<file path="config.mk">
export PLATFORM = sky130hd
export DESIGN_NAME = word_serializer
export DESIGN_NICKNAME = d
export VERILOG_FILES = /design/src/rtl/serializer_pkg.sv /design/src/rtl/lane_select.sv /design/src/rtl/word_serializer.sv
export SDC_FILE = /design/constraint.sdc
export NUM_CORES = 1
export LEC_CHECK = 0
export ABC_CLOCK_PERIOD_IN_PS = 1570
export BUFFER_PORTS_ARGS = -buffer_cell sky130_fd_sc_hd__buf_2
export CAP_MARGIN = 20
export CORE_MARGIN = 2
export CORE_UTILIZATION = 30
export CTS_BUF_LIST = sky130_fd_sc_hd__clkbuf_8
export DETAILED_ROUTE_END_ITERATION = 7
export PLACE_DENSITY_LB_ADDON = 0.3
export SYNTH_ARGS = -nofsm -noshare
export SYNTH_HDL_FRONTEND = slang
export SYNTH_SLANG_ARGS = --single-unit
</file>
<file path="constraint.sdc">
create_clock -name clk -period 1.57 [get_ports clk]
set_input_delay 0 -clock clk [delete_from_list [all_inputs] [get_ports clk]]
set_output_delay 0 -clock clk [all_outputs]
set_load 0.05 [all_outputs]
</file>
<file path="src/rtl/serializer_pkg.sv">
// rtl/serializer_pkg.sv - shared state encoding and lane-order helper for the width-down serializers
package serializer_pkg;

   localparam logic [0:0] IDLE = 1'b0;
   localparam logic [0:0] SEND = 1'b1;

   // Maps the running beat number onto the lane of the held word that goes out on that beat.
   function automatic int lane_index(input int beat_idx, input int ratio, input bit msb_first);
      return msb_first ? (ratio - 1 - beat_idx) : beat_idx;
   endfunction

endpackage

</file>
<file path="src/rtl/lane_select.sv">
// rtl/lane_select.sv - combinational lane mux from held word and beat number to one output beat
module lane_select
   import serializer_pkg::*;
#(
   parameter int IN_W      = 32,
   parameter int OUT_W     = 8,
   parameter int MSB_FIRST = 0,
   parameter int RATIO     = IN_W / OUT_W,
   parameter int CNT_W     = $clog2(RATIO)
) (
   input  logic [IN_W-1:0]  word_i,
   input  logic [CNT_W-1:0] beat_idx_i,
   output logic [OUT_W-1:0] lane_o
);

   always_comb begin
      lane_o = '0;
      for (int l = 0; l < RATIO; l++) begin
         if (l == lane_index(int'(beat_idx_i), RATIO, MSB_FIRST != 0)) begin
            lane_o = word_i[l*OUT_W +: OUT_W];
         end
      end
   end

endmodule

</file>
<file path="src/rtl/word_serializer.sv">
// rtl/word_serializer.sv - flow-controlled IN_W to OUT_W width-down converter with per-word beat count
module word_serializer
   import serializer_pkg::*;
#(
   parameter int IN_W      = 32,
   parameter int OUT_W     = 8,
   parameter int MSB_FIRST = 0,
   parameter int RATIO     = IN_W / OUT_W,
   parameter int CNT_W     = $clog2(RATIO)
) (
   input  logic             clk,
   input  logic             reset,
   input  logic [IN_W-1:0]  in_data,
   input  logic [CNT_W-1:0] in_beats,
   input  logic             in_valid,
   output logic             in_ready,
   output logic [OUT_W-1:0] out_data,
   output logic             out_valid,
   input  logic             out_ready,
   output logic             out_last,
   output logic             busy
);

   // One extra bit so a full word (RATIO beats) fits in the down-counter.
   localparam logic [CNT_W:0]   FULL_BEATS = (CNT_W + 1)'(RATIO);
   localparam logic [CNT_W:0]   ONE_LEFT   = (CNT_W + 1)'(1);
   localparam logic [CNT_W-1:0] ONE_IDX    = CNT_W'(1);

   logic [0:0]       state_q, state_d;
   logic [IN_W-1:0]  word_q, word_d;
   logic [CNT_W-1:0] beat_idx_q, beat_idx_d;
   logic [CNT_W:0]   beats_left_q, beats_left_d;
   logic [OUT_W-1:0] lane;
   logic             sending;
   logic             beat_done;
   logic             accept;

   lane_select #(
      .IN_W      (IN_W),
      .OUT_W     (OUT_W),
      .MSB_FIRST (MSB_FIRST),
      .RATIO     (RATIO),
      .CNT_W     (CNT_W)
   ) u_lane_select (
      .word_i     (word_q),
      .beat_idx_i (beat_idx_q),
      .lane_o     (lane)
   );

   assign sending   = (state_q == SEND);
   assign out_valid = sending;
   assign out_last  = sending && (beats_left_q == ONE_LEFT);
   assign out_data  = sending ? lane : '0;
   assign busy      = sending;
   // Accepting on the final completing beat lets back-to-back words run without a bubble.
   assign in_ready  = !sending || (out_last && out_ready);
   assign beat_done = out_valid && out_ready;
   assign accept    = in_valid && in_ready;

   always_comb begin
      state_d      = state_q;
      word_d       = word_q;
      beat_idx_d   = beat_idx_q;
      beats_left_d = beats_left_q;
      if (beat_done) begin
         beat_idx_d   = beat_idx_q + ONE_IDX;
         beats_left_d = beats_left_q - ONE_LEFT;
         if (out_last) begin
            state_d = IDLE;
         end
      end
      if (accept) begin
         word_d       = in_data;
         beat_idx_d   = '0;
         beats_left_d = (in_beats == '0) ? FULL_BEATS : {1'b0, in_beats};
         state_d      = SEND;
      end
   end

   always_ff @(posedge clk or posedge reset) begin
      if (reset) begin
         state_q      <= IDLE;
         word_q       <= '0;
         beat_idx_q   <= '0;
         beats_left_q <= '0;
      end else begin
         state_q      <= state_d;
         word_q       <= word_d;
         beat_idx_q   <= beat_idx_d;
         beats_left_q <= beats_left_d;
      end
   end

endmodule

</file>
Yosys cells after proc, flatten, opt, wreduce, memory -nomap -nowiden
Cells that the tools add are included.
- output and inout bits: 12
- bits of input ports: 38
- bits in registers: 38
- equality and inequality tests: 4
- multiplexer cells: 13
- $add $sub $neg: 2
- reduce and logical (&&, ||, !) cells: 11
- operators with widths (operator ; number):
    2-to-1 mux 8 bit ; 5
    2-to-1 mux 3 bit ; 3
    == test 2 bit (first input constant) ; 2
    logical AND 1 bit ; 4
    zero test 2 bit ; 2
    2-to-1 mux 2 bit ; 2
    nonzero test 2 bit ; 2
    == test 3 x 1 -> 1 bit (second input constant) ; 1
    2-to-1 mux 1 bit ; 3
    subtractor 3 x 1 -> 3 bit (second input constant) ; 1
    adder 2 x 1 -> 2 bit (second input constant) ; 1
    == test 1 x 2 -> 1 bit (first input constant) ; 1
    AND reduction 2 bit ; 1
    zero test 1 bit ; 1
    logical OR 1 bit ; 1

Logic depth before layout (Yosys ltp)
Gate-level depths: netlist of the first run.
- word-level depth: 7
- gate-level depth with buffers: 7
- gate-level depth less buffers: 5

Hierarchy
Synthesis of the first run repeated with hierarchy kept, for this count alone.
- cell total of the unflattened synthesis: 126
- area, all modules: 1948.1 um2
- modules (own cells, without submodules) (module ; cells an instance ; instances ; area each (um2) ; sequential area each (um2)):
    word_serializer ; 116 ; 1 ; 1751.7 ; 950.9
    lane_select ; 10 ; 1 ; 196.4 ; 0.0

Least setup slack after synthesis of the first run
No wires, ideal clock.
- path type: register to output
- from: reg beat_idx_q[0]
- to: out out_data[0]
- slack: -0.816 ns
- data arrival time: 2.386 ns
- cell stages (with the launch flop): 7
- path through: dfrtp_1 -> ha_1 -> buf_2 -> nor2b_1 -> clkbuf_1 -> a221oi_1 -> o31ai_1
- word-level cells in the longest chain between the ends: 6
- elaborated cells between the ends (all ways): 9
- classes of those cells: eq/ne (3); mux (5); reduce/logical (1)
- ends and longest elaborated chain (item ; line ; RTL):
    start: declaration ; word_serializer.sv:31 ; logic [CNT_W-1:0] beat_idx_q, beat_idx_d;
    start signal: assignment ; word_serializer.sv:89 ; beat_idx_q <= beat_idx_d;
    zero test 2 bit ; lane_select.sv:19 ; if (l == lane_index(int'(beat_idx_i), RATIO, MSB_FIRST != 0)) begin
    2-to-1 mux 8 bit (3 in a row) ; lane_select.sv:19 ;
    2-to-1 mux 8 bit (*) ; lane_select.sv:19 ;
    2-to-1 mux 8 bit (*) ; word_serializer.sv:53 ; assign out_data = sending ? lane : '0;
    end: declaration ; word_serializer.sv:17 ; output logic [OUT_W-1:0] out_data,
Every way passes the cells marked *; elsewhere a longest branch is shown, timed or not.

Final worst setup path of the first run
- from: reg beat_idx_q[1]
- to: out out_data[4]
Same word-level chain as after synthesis.

==> impl_metrics.json, run 1 <==
{
  "fmax_ghz": 0.5605,
  "reg2reg_depth": 7,
  "cap_violations": 0,
  "grt_pass1_wl_um": 9011,
  "clkLatencyLatePin_ps": 290,
  "die_w_um": 84.38,
  "cts-buffers-inserted": 5,
  "synthFlopType": "dfrtp_1",
  "power.share.switching": 0.4138,
  "root_buffer": "clkbuf_8",
  "ys_ff_latch": 38,
  "yosysWarnings": 0,
  "design_area_mm2": 0.003616,
  "drive_gt1_frac": 0.5795,
  "cp_max_fo": 7,
  "ir_worst_vdd_mv": 1.477,
  "cts_tree": "built",
  "place_area_mm2": 0.002551,
  "grt_pass1_vias": 1747,
  "drt_wl_total_um": 5639,
  "grt.overflow.total": 0,
  "htree_levels": 2,
  "cp-start-kind": "flip-flop",
  "core-area_mm2": 0.006314,
  "cts_sinks": 38,
  "rsz0062_at_grt": "true",
  "hpwlAfterDp_um": 3340,
  "hp-start": "in_beats[1]",
  "worst_pin_slew_ps": 488.9,
  "finalHoldViolations": 1,
  "r2r_end": "word_q[15]$_DFFE_PP0P_",
  "clkPwrFrac": 0.091,
  "syn_inst": 162,
  "async_flop_share": 1.000,
  "clock_path_buffers": 2,
  "whs_path_depth": 3,
  "chipHeight_um": 84.38,
  "worst-path-stages": 7,
  "slew_headroom": 0.6741,
  "syn_area_mm2": 0.001938,
  "grt_max_degree": 39,
  "hold_end": "beats_left_q[2]$_DFFE_PP0P_",
  "fin_crit_ps": 1784,
  "start_util": 0.3070,
  "comb_power_share": 0.662,
  "power.density_mw_per_mm2": 2146,
  "synth_nets": 206,
  "finalMaxSlewViolations": 0,
  "dpl.cell_count": 301,
  "leakagePower_nw": 1.645,
  "clk_pin_slew_ps": 70,
  "vias_per_cell": 4.794,
  "cp-end-kind": "output port",
  "setup-violations-final": 40,
  "min_period_over_period": 1.136,
  "synth.most_common_cell": "dfrtp_1",
  "cp.required_ps": 1570,
  "fin_nets": 326,
  "cp.buffers_inverters": 3,
  "finClkSkew_ps": 5.697,
  "ios": 50,
  "synth_common_cells": "dfrtp_1, mux2_2",
  "first_pass_iters": 5,
  "p_seq_frac": 0.247,
  "yosysTopAreaCellShare": 0.4906,
  "reg2reg_from": "beats_left_q[1]$_DFFE_PP0P_",
  "synthTopCellsByArea": "dfrtp_1, mux2_2, ha_1",
  "route.detailed.drc": 0,
  "antenna_cells": 0,
  "status": "finished with violations",
  "dp_slack_ps": -234.3,
  "antenna_left": 0,
  "violations": "negative hold slack, negative setup slack",
  "p_int_mw": 4.548,
  "r2r_setup_slack_ps": -100,
  "setup_ws_ps": -214.0,
  "portBuffers": 49,
  "tns_ps": -3605,
  "hold_slack_ps": -1.141,
  "slowest_stage": "dfrtp_2",
  "antenna_found_initial": 0,
  "floorplan.die_area_mm2": 0.007119,
  "yosys.area.top_type": "dfrtp_1",
  "path_class": "flip-flop to output port",
  "final_cell_count_no_fill": 360,
  "drtIter0Drc": 88,
  "synth-edff-count": 0,
  "critPathArrivalTime_ps": 1780,
  "syn2layout_area_growth_pct": 86.57,
  "yosysSeqAreaShare": 0.4906,
  "slowest_delay_ps": 450,
  "grt_util_all_layers": 0.1587,
  "hold_class": "input port to flip-flop",
  "avgSynthCellArea_um2": 11.96,
  "via_count": 1726,
  "rows": 29,
  "power_switching_mw": 3.211,
  "cp_cell_sequence": "inv_4 -> ha_4 -> nor2b_4 -> buf_12 -> a221oi_4 -> o31ai_4 -> buf_6",
  "cp_top_family": "flip-flops",
  "gp_congestion": 0.7147,
  "synth_cell_types": 31,
  "wl_per_cell_um": 15.66,
  "final_core_util": 0.5727
}
-- cell families after synthesis --
logic type | share of synthesized area
flops | 0.4906
mux | 0.2021
simple gates | 0.09491
compound gates | 0.1207
buf+inv | 0.05294
fa+ha+maj | 0.03873
-- final cells by class --
class	instances	area [um2]
clock buffer	6	82.58
clock inverter	2	12.51
fill	497	2698
inverter	8	35.03
multi-input combinational	105	1318
sequential	38	954.7
tap	77	96.34
timing repair buffer	124	1117
-- tightest hold or removal path: stages --
cell,delay [ps]
buf_2,90
or2_2,110
a221oi_2,50
-- flip-flops by register name (all words and copies together), names as in the netlist --
signal and count:
beat_idx_q 2, word_q 32, busy 1, beats_left_q 3
-- worst max path at each step --
stage                                   start           to
floorplan           beat_idx_q[1]$_DFFE_PP0P_  out_data[0]
global placement    beat_idx_q[0]$_DFFE_PP0P_  out_data[3]
detailed placement  beat_idx_q[0]$_DFFE_PP0P_  out_data[0]
CTS                 beat_idx_q[1]$_DFFE_PP0P_  out_data[0]
global route        beat_idx_q[1]$_DFFE_PP0P_  out_data[0]
finish              beat_idx_q[1]$_DFFE_PP0P_  out_data[4]
-- per-layer routing --
metal | vias up | GRT usage | share of wire
met3 | 4 | 0.03245 | 0.033
met1 | 849 | 0.2249 | 0.49
met2 | 41 | 0.2504 | 0.47
met5 | - | 0 | 0
met4 | 0 | 0.03896 | 0.0085
li1 | 832 | - | -
-- per-stage QoR --
stage	hold slack, ps	total power, mW
after floorplan	86.68	4.348
after global placement	140.1	5.312
after detailed placement	143.4	5.357
after CTS	5.647	7.300
after global routing	3.969	8.180
final	-1.141	7.758
-- what timing repair did --
action / CTS / global route
pin swaps: 15 / 3
endpoints found under the hold margin: 70 / 0
cloned: 2 / 3
hold buffers: 33 / 0
endpoints found under the setup margin: 29 / 42
setup buffers: 8 / 11
gates resized for setup: 73 / 27
-- cells in the final DEF (no fill, tap or decap), types with 2 or more instances in the layout --
master / netlist / final
clkbuf_16: 0 / 3
buf_6: 3 / 13
inv_1: 8 / 5
o31ai_4: 0 / 7
nand2b_1: 3 / 2
buf_16: 0 / 2
mux2_4: 0 / 31
buf_8: 0 / 2
inv_4: 0 / 2
clkbuf_8: 0 / 6
o21ai_0: 3 / 2
o22ai_1: 2 / 2
dlygate4sd3_1: 0 / 33
nand3_1: 8 / 8
buf_4: 1 / 26
nor2b_1: 8 / 7
ha_4: 0 / 5
mux2i_1: 2 / 2
dfrtp_2: 0 / 3
a21oi_1: 5 / 4
buf_2: 4 / 41
nand2_1: 8 / 8
dfrtp_1: 38 / 35
a221oi_4: 0 / 7
buf_12: 0 / 4
-- power by group through the flow --
stage               logic (mW)  registers, mW  clock network (mW)
finish                    5.14           1.92               0.706
detailed placement        3.57           1.78                   0
global placement          3.53           1.78                   0
CTS                       4.70           1.88               0.722
floorplan                 2.64           1.71                   0
global route              5.43           1.97               0.776
Note: power is estimated with default switching activity, not from simulation.
==> inputs of run 2 (changes only) <==
--- a/config.mk
+++ b/config.mk
@@ -8,6 +8,8 @@
 export ABC_CLOCK_PERIOD_IN_PS = 1570
 export BUFFER_PORTS_ARGS = -buffer_cell sky130_fd_sc_hd__buf_2
 export CAP_MARGIN = 20
+export CELL_PAD_IN_SITES_DETAIL_PLACEMENT = 0
+export CELL_PAD_IN_SITES_GLOBAL_PLACEMENT = 1
 export CORE_MARGIN = 2
 export CORE_UTILIZATION = 30
 export CTS_BUF_LIST = sky130_fd_sc_hd__clkbuf_8
@@ -15,4 +17,5 @@
 export PLACE_DENSITY_LB_ADDON = 0.3
 export SYNTH_ARGS = -nofsm -noshare
 export SYNTH_HDL_FRONTEND = slang
+export SYNTH_HIERARCHICAL = 1
 export SYNTH_SLANG_ARGS = --single-unit
==> run 2 against run 1 <==
The flow finishes with violations (negative setup slack). Clock skew hardly changed. Cell area down 18%. Sequential share of layout area grew 5.9 points. Synthesized cell count is 22% lower. Combinational power decreased by 28%. Utilization decreased by 10 points. Sequential cell count unchanged. Setup slack gained 140 ps. Sequential power is 6% lower. Critical path type unchanged. Critical endpoint is now out_data[0]. Largest cell class is now flip-flops and latches.
==> impl_metrics.json, run 2 <==
{
  "status": "finished with violations",
  "violations": "negative setup slack",
  "core-area_mm2": 0.006314,
  "top_usage_layer": "met2",
  "cp-end-kind": "output port",
  "fin_nets": 267,
  "drive_gt1_frac": 0.5746,
  "chipHeight_um": 84.59,
  "root_buffer": "clkbuf_8",
  "cp.required_ps": 1570,
  "synthTopCellsByArea": "dfrtp_1, mux2_4, mux4_2",
  "syn2layout_area_growth_pct": 51.64,
  "p_int_mw": 4.023,
  "cp_max_fo": 4,
  "antenna_cells": 0,
  "path_class": "flip-flop to output port",
  "cp_top_family": "multiplexers",
  "hold_class": "input port to flip-flop",
  "final_cell_mix": "buf_2, dlygate4sd3_1, dfrtp_1",
  "fin_crit_ps": 1641,
  "cts_tree": "built",
  "rsz0062_at_grt": "true",
  "die_w_um": 84.59,
  "grt.overflow.total": 0,
  "synth.most_common_cell": "dfrtp_1",
  "synth_cell_types": 30,
  "hpwlAfterDp_um": 3026,
  "synth_nets": 166,
  "final_cell_count_no_fill": 305,
  "cp_cell_sequence": "buf_6 -> mux4_2 -> and2_4 -> buf_6",
  "clkPwrFrac": 0.126,
  "power.share.switching": 0.3593,
  "drtIter0Drc": 51,
  "min_period_over_period": 1.045,
  "critPathArrivalTime_ps": 1640,
  "fmax_ghz": 0.6094,
  "use_met3": 0.02360,
  "synth-edff-count": 0,
  "clkLatencyLatePin_ps": 280,
  "design_area_mm2": 0.002954,
  "critPathMostFrequentCell": "buf_6",
  "p_seq_frac": 0.289,
  "yosys.area.top_type": "dfrtp_1",
  "finClkSkew_ps": 5.530,
  "grt_pass1_wl_um": 7093,
  "gr-usage-met2": 0.2090,
  "ios": 50,
  "rows": 29,
  "largest_reg_flops": 32,
  "drt_wl_total_um": 4367,
  "dpl.cell_count": 258,
  "vias_per_cell": 4.466,
  "worst_pin_slew_ps": 296.6,
  "place_area_mm2": 0.002325,
  "ys_ff_latch": 38,
  "yosysWarnings": 6,
  "grt_pass1_vias": 1506,
  "synthFlopType": "dfrtp_1",
  "first_pass_iters": 3,
  "cp.buffers_inverters": 2,
  "portBuffers": 49,
  "final_core_util": 0.4679,
  "async_flop_share": 1.000,
  "finalMaxSlewViolations": 0,
  "power_switching_mw": 2.256,
  "setup_ws_ps": -70.99,
  "clk_pin_slew_ps": 70,
  "grt_util_all_layers": 0.1256,
  "power.density_mw_per_mm2": 2125,
  "slowest_delay_ps": 480,
  "gp_congestion": 0.7898,
  "slew_headroom": 0.8001,
  "antenna_left": 0,
  "leakagePower_nw": 1.401,
  "via_count": 1362,
  "cp-start-kind": "flip-flop",
  "syn_inst": 126,
  "yosysTopAreaCellShare": 0.4881,
  "clock_path_buffers": 2,
  "slowest_stage": "mux4_2",
  "syn_area_mm2": 0.001948,
  "finalHoldViolations": 0,
  "floorplan.die_area_mm2": 0.007155,
  "grt_max_degree": 20,
  "avgSynthCellArea_um2": 15.46,
  "setup-violations-final": 40,
  "wl_per_cell_um": 14.32,
  "comb_power_share": 0.585,
  "cts_sinks": 38,
  "dp_slack_ps": -121.4,
  "cap_violations": 0,
  "htree_levels": 2,
  "yosysSeqAreaShare": 0.4881,
  "antenna_found_initial": 0,
  "ir_worst_vdd_mv": 1.262,
  "route.detailed.drc": 0,
  "grt_util_met1": 0.1671,
  "hold_slack_ps": 50.37,
  "mostFrequentLayoutCell": "buf_2",
  "cts-buffers-inserted": 5,
  "start_util": 0.3086,
  "synth_common_cells": "dfrtp_1, mux2_4, and2_1, mux4_2",
  "top_register": "word_q",
  "top_regs": "word_q: 32 flops, beats_left_q: 3 flops, beat_idx_q: 2 flops"
}
==> run 2: what timing repair did <==
item | 4_1_cts | 5_1_grt
buffers inserted | 2 | 1
endpoints found under the hold margin | 72 | 0
gates resized for setup | 34 | 9
hold buffers | 36 | 0
pin swaps | 2 | 0
endpoints found under the setup margin | 41 | 44
==> run 2: power by group through the flow <==
stage,combinational [mW],sequential (mW),clock (mW)
final,3.68,1.81,0.791
after global routing,3.88,1.88,0.856
after CTS,3.61,1.81,0.815
after detailed placement,2.93,1.81,0
after global placement,2.88,1.78,0
after floorplan,2.40,1.68,0
==> run 2: layout make-up <==
cell class                      instances  area, um2
Timing Repair Buffer                  102      830.8
Tap cell                               77      96.34
Clock inverter                          3      37.54
Fill cell                             587       3359
Sequential cell                        38      954.7
Inverter                                5      18.77
Clock buffer                            5      68.82
Multi-Input combinational cell         75      947.2
==> run 2: cells by family after synthesis <==
| kind of cell | Yosys count | synth area share |
|---|---|---|
| adder cells (fa/ha/maj) | 2 | 0.01284 |
| flip-flops | 38 | 0.4881 |
| XOR/XNOR | 1 | 0.004497 |
| AND/OR/NAND/NOR | 26 | 0.07901 |
| AO/OA/AOI/OAI | 5 | 0.01862 |
| multiplexers | 41 | 0.3365 |
| buffers and inverters | 13 | 0.06037 |
==> run 2: worst min-delay path, cell delays in order <==
cell and delay (ps):
buf_2 100, inv_1 80, o221ai_2 110
==> run 2: layer usage <==
metal / part of all wire / vias up / routed length [um]
li1: - / 653 / -
met1: 0.45 / 673 / 1945
met2: 0.51 / 30 / 2233
met3: 0.031 / 6 / 137
met4: 0.012 / 0 / 51
met5: 0 / - / 0
==> run 2: worst paths after layout <==
kind,startpoint,to,slack [ps],depth (start not counted)
max in group asynchronous,reset,beat_idx_q[0]$_DFFE_PP0P_,900,4
setup reg to reg,beats_left_q[0]$_DFFE_PP0P_,word_q[27]$_DFFE_PP0P_,-40,5
setup / recovery,beat_idx_q[0]$_DFFE_PP0P_,out_data[0],-70,4
hold / removal,in_beats[0],beats_left_q[0]$_DFFE_PP0P_,50,3
hold reg to reg,word_q[12]$_DFFE_PP0P_,word_q[12]$_DFFE_PP0P_,510,1
min in group asynchronous,reset,beats_left_q[0]$_DFFE_PP0P_,160,3
==> run 2: through the flow <==
| stage | setup TNS (ps) | power, mW |
|---|---|---|
| after floorplan | -2276 | 4.089 |
| after global placement | -2720 | 4.659 |
| after detailed placement | -3425 | 4.732 |
| after CTS | -1818 | 6.231 |
| after global routing | -3730 | 6.613 |
| final | -1500 | 6.279 |
==> inputs of run 3 (changes only) <==
--- a/config.mk
+++ b/config.mk
@@ -15,6 +15,7 @@
 export CTS_BUF_LIST = sky130_fd_sc_hd__clkbuf_8
 export DETAILED_ROUTE_END_ITERATION = 7
 export PLACE_DENSITY_LB_ADDON = 0.3
+export REMOVE_ABC_BUFFERS = 1
 export SYNTH_ARGS = -nofsm -noshare
 export SYNTH_HDL_FRONTEND = slang
 export SYNTH_HIERARCHICAL = 1
==> run 3 against run 2 <==
The run still ends with negative setup slack left. Power decreased by 0.39%. Hold slack improved by 14 ps. Critical path depth grew 1. Clock power decreased by 18%. Global-route usage is 0.62 points higher. Cell area increased by 0.55%. Register-to-register slack worse by 70 ps. Via count up 1.4%. Final cell count down 0.66%. Clock skew down 0.87 ps. Sequential power hardly changed. Sequential share of layout area is 0.26 points lower.
==> impl_metrics.json, run 3 (synthesized netlist as in run 2, its figures left out) <==
{
  "cts_tree": "built",
  "largest_reg_flops": 32,
  "num-fill-cells": 579,
  "htree_levels": 2,
  "die_w_um": 84.59,
  "grt_max_degree": 39,
  "route.detailed.drc": 0,
  "cp_max_fo": 11,
  "status": "finished with violations",
  "vias_per_cell": 4.558,
  "gp_congestion": 0.7730,
  "start_util": 0.3086,
  "chipHeight_um": 84.59,
  "rows": 29,
  "ios": 50,
  "grt_pass1_vias": 1501,
  "whs_path_depth": 3,
  "clkLatencyLatePin_ps": 280,
  "finalHoldViolations": 0,
  "core-area_mm2": 0.006314,
  "hpwlAfterDp_um": 2968,
  "floorplan.die_area_mm2": 0.007155,
  "cts_sinks": 38,
  "cp-end-kind": "flip-flop",
  "antenna_left": 0,
  "antenna_cells": 0,
  "mostFrequentLayoutCell": "buf_2",
  "rsz0062_at_grt": "true",
  "final_cell_mix": "buf_2, dfrtp_1, dlygate4sd3_1",
  "fmax_ghz": 0.5943,
  "cp.required_ps": 1740,
  "drive_gt1_frac": 0.5708,
  "clk_pin_slew_ps": 70,
  "final_core_util": 0.4705,
  "grt.overflow.total": 0,
  "drtIter0Drc": 33,
  "power.total_mw": 6.254,
  "root_buffer": "clkbuf_8",
  "via_count": 1381,
  "finalMaxSlewViolations": 0,
  "grt_util_all_layers": 0.1317,
  "wl_per_cell_um": 14.55,
  "leakagePower_nw": 1.389,
  "clock_path_buffers": 2,
  "setup_ws_ps": -112.7,
  "fin_nets": 267,
  "finClkSkew_ps": 4.662,
  "ir_worst_vdd_mv": 1.418,
  "syn2layout_area_growth_pct": 52.47,
  "dp_slack_ps": -194.4,
  "top_register": "word_q",
  "critPathArrivalTime_ps": 1850,
  "power.density_mw_per_mm2": 2106,
  "slew_headroom": 0.6819,
  "hold_class": "input port to flip-flop",
  "setup-violations-final": 40,
  "reg2reg_depth": 5,
  "min_period_over_period": 1.072,
  "cp-start-kind": "flip-flop",
  "violations": "negative setup slack",
  "top_regs": "word_q: 32 flops, beats_left_q: 3 flops, beat_idx_q: 2 flops",
  "drt_wl_total_um": 4409,
  "cap_violations": 0,
  "hold_slack_ps": 64.79,
  "path_class": "flip-flop to flip-flop",
  "portBuffers": 49,
  "worst_pin_slew_ps": 477.1,
  "antenna_found_initial": 0,
  "fin_crit_ps": 1683,
  "first_pass_iters": 4,
  "grt_pass1_wl_um": 7424,
  "cts-buffers-inserted": 5
}
==> run 3: cell types whose count changed in the layout (fill, tap and decap cells not counted), sizes merged <==
cell and change:
inv -2, bufinv -1, clkbuf +1
==> run 3: area by class of cell <==
class | count | area (um2) | area share
clock buffers | 6 | 82.58 | 0.02780
inverters | 5 | 18.77 | 0.006318
multi-input cells | 75 | 934.6 | 0.3147
flip-flops and latches | 38 | 952.2 | 0.3206
well taps | 77 | 96.34 | 0.03243
repair buffers | 102 | 885.9 | 0.2982
==> run 3: where the power goes <==
group	total [mW]	leakage, nW	internal (mW)	switching [mW]
combinational	3.80	0.892	2.17	1.63
clock	0.645	0.0431	0.338	0.307
sequential	1.81	0.453	1.47	0.337
==> run 3: what timing repair did <==
item                                    CTS  global route
gates cloned                              2             0
gates resized for setup                  43             3
buffers inserted                          1             1
hold buffers                             36             0
hold endpoints to repair                 72             0
pin swaps                                 9             4
endpoints found under the setup margin   43            43
==> run 3: critical path, stage by stage, from the launching register on <==
cell     delay [ps]
dfrtp_1         410
ha_4            170
and4b_1         200
or2_4           320
buf_16          170
mux2_4          300
==> run 3: metrics by stage <==
stage | cells | area [um2] | setup TNS, ps
finish | 303 | 2970 | -3443
global route | 303 | 2970 | -5073
CTS | 302 | 2953 | -3062
detailed placement | 257 | 2313 | -5842
global placement | 257 | 2313 | -4852
floorplan | 118 | 1849 | -44570
==> run 3: per-layer routing <==
layer,share of wire,vias to the layer above,global-route usage
li1,-,647,-
met1,0.44,698,0.1670
met2,0.52,28,0.2262
met3,0.027,8,0.02655
met5,0,-,0
met4,0.014,0,0.04185
==> run 3: final timing paths <==
check                           slack (ps)                           to                        start
min in group asynchronous              370       word_q[20]$_DFFE_PP0P_                        reset
worst min-delay path                    60  beats_left_q[0]$_DFFE_PP0P_                  in_beats[0]
worst min register to register         510       word_q[23]$_DFFE_PP0P_       word_q[23]$_DFFE_PP0P_
worst max register to register        -110        word_q[5]$_DFFE_PP0P_  beats_left_q[0]$_DFFE_PP0P_
max in group asynchronous              840    beat_idx_q[1]$_DFFE_PP0P_                        reset
worst max-delay path                  -110        word_q[5]$_DFFE_PP0P_  beats_left_q[0]$_DFFE_PP0P_
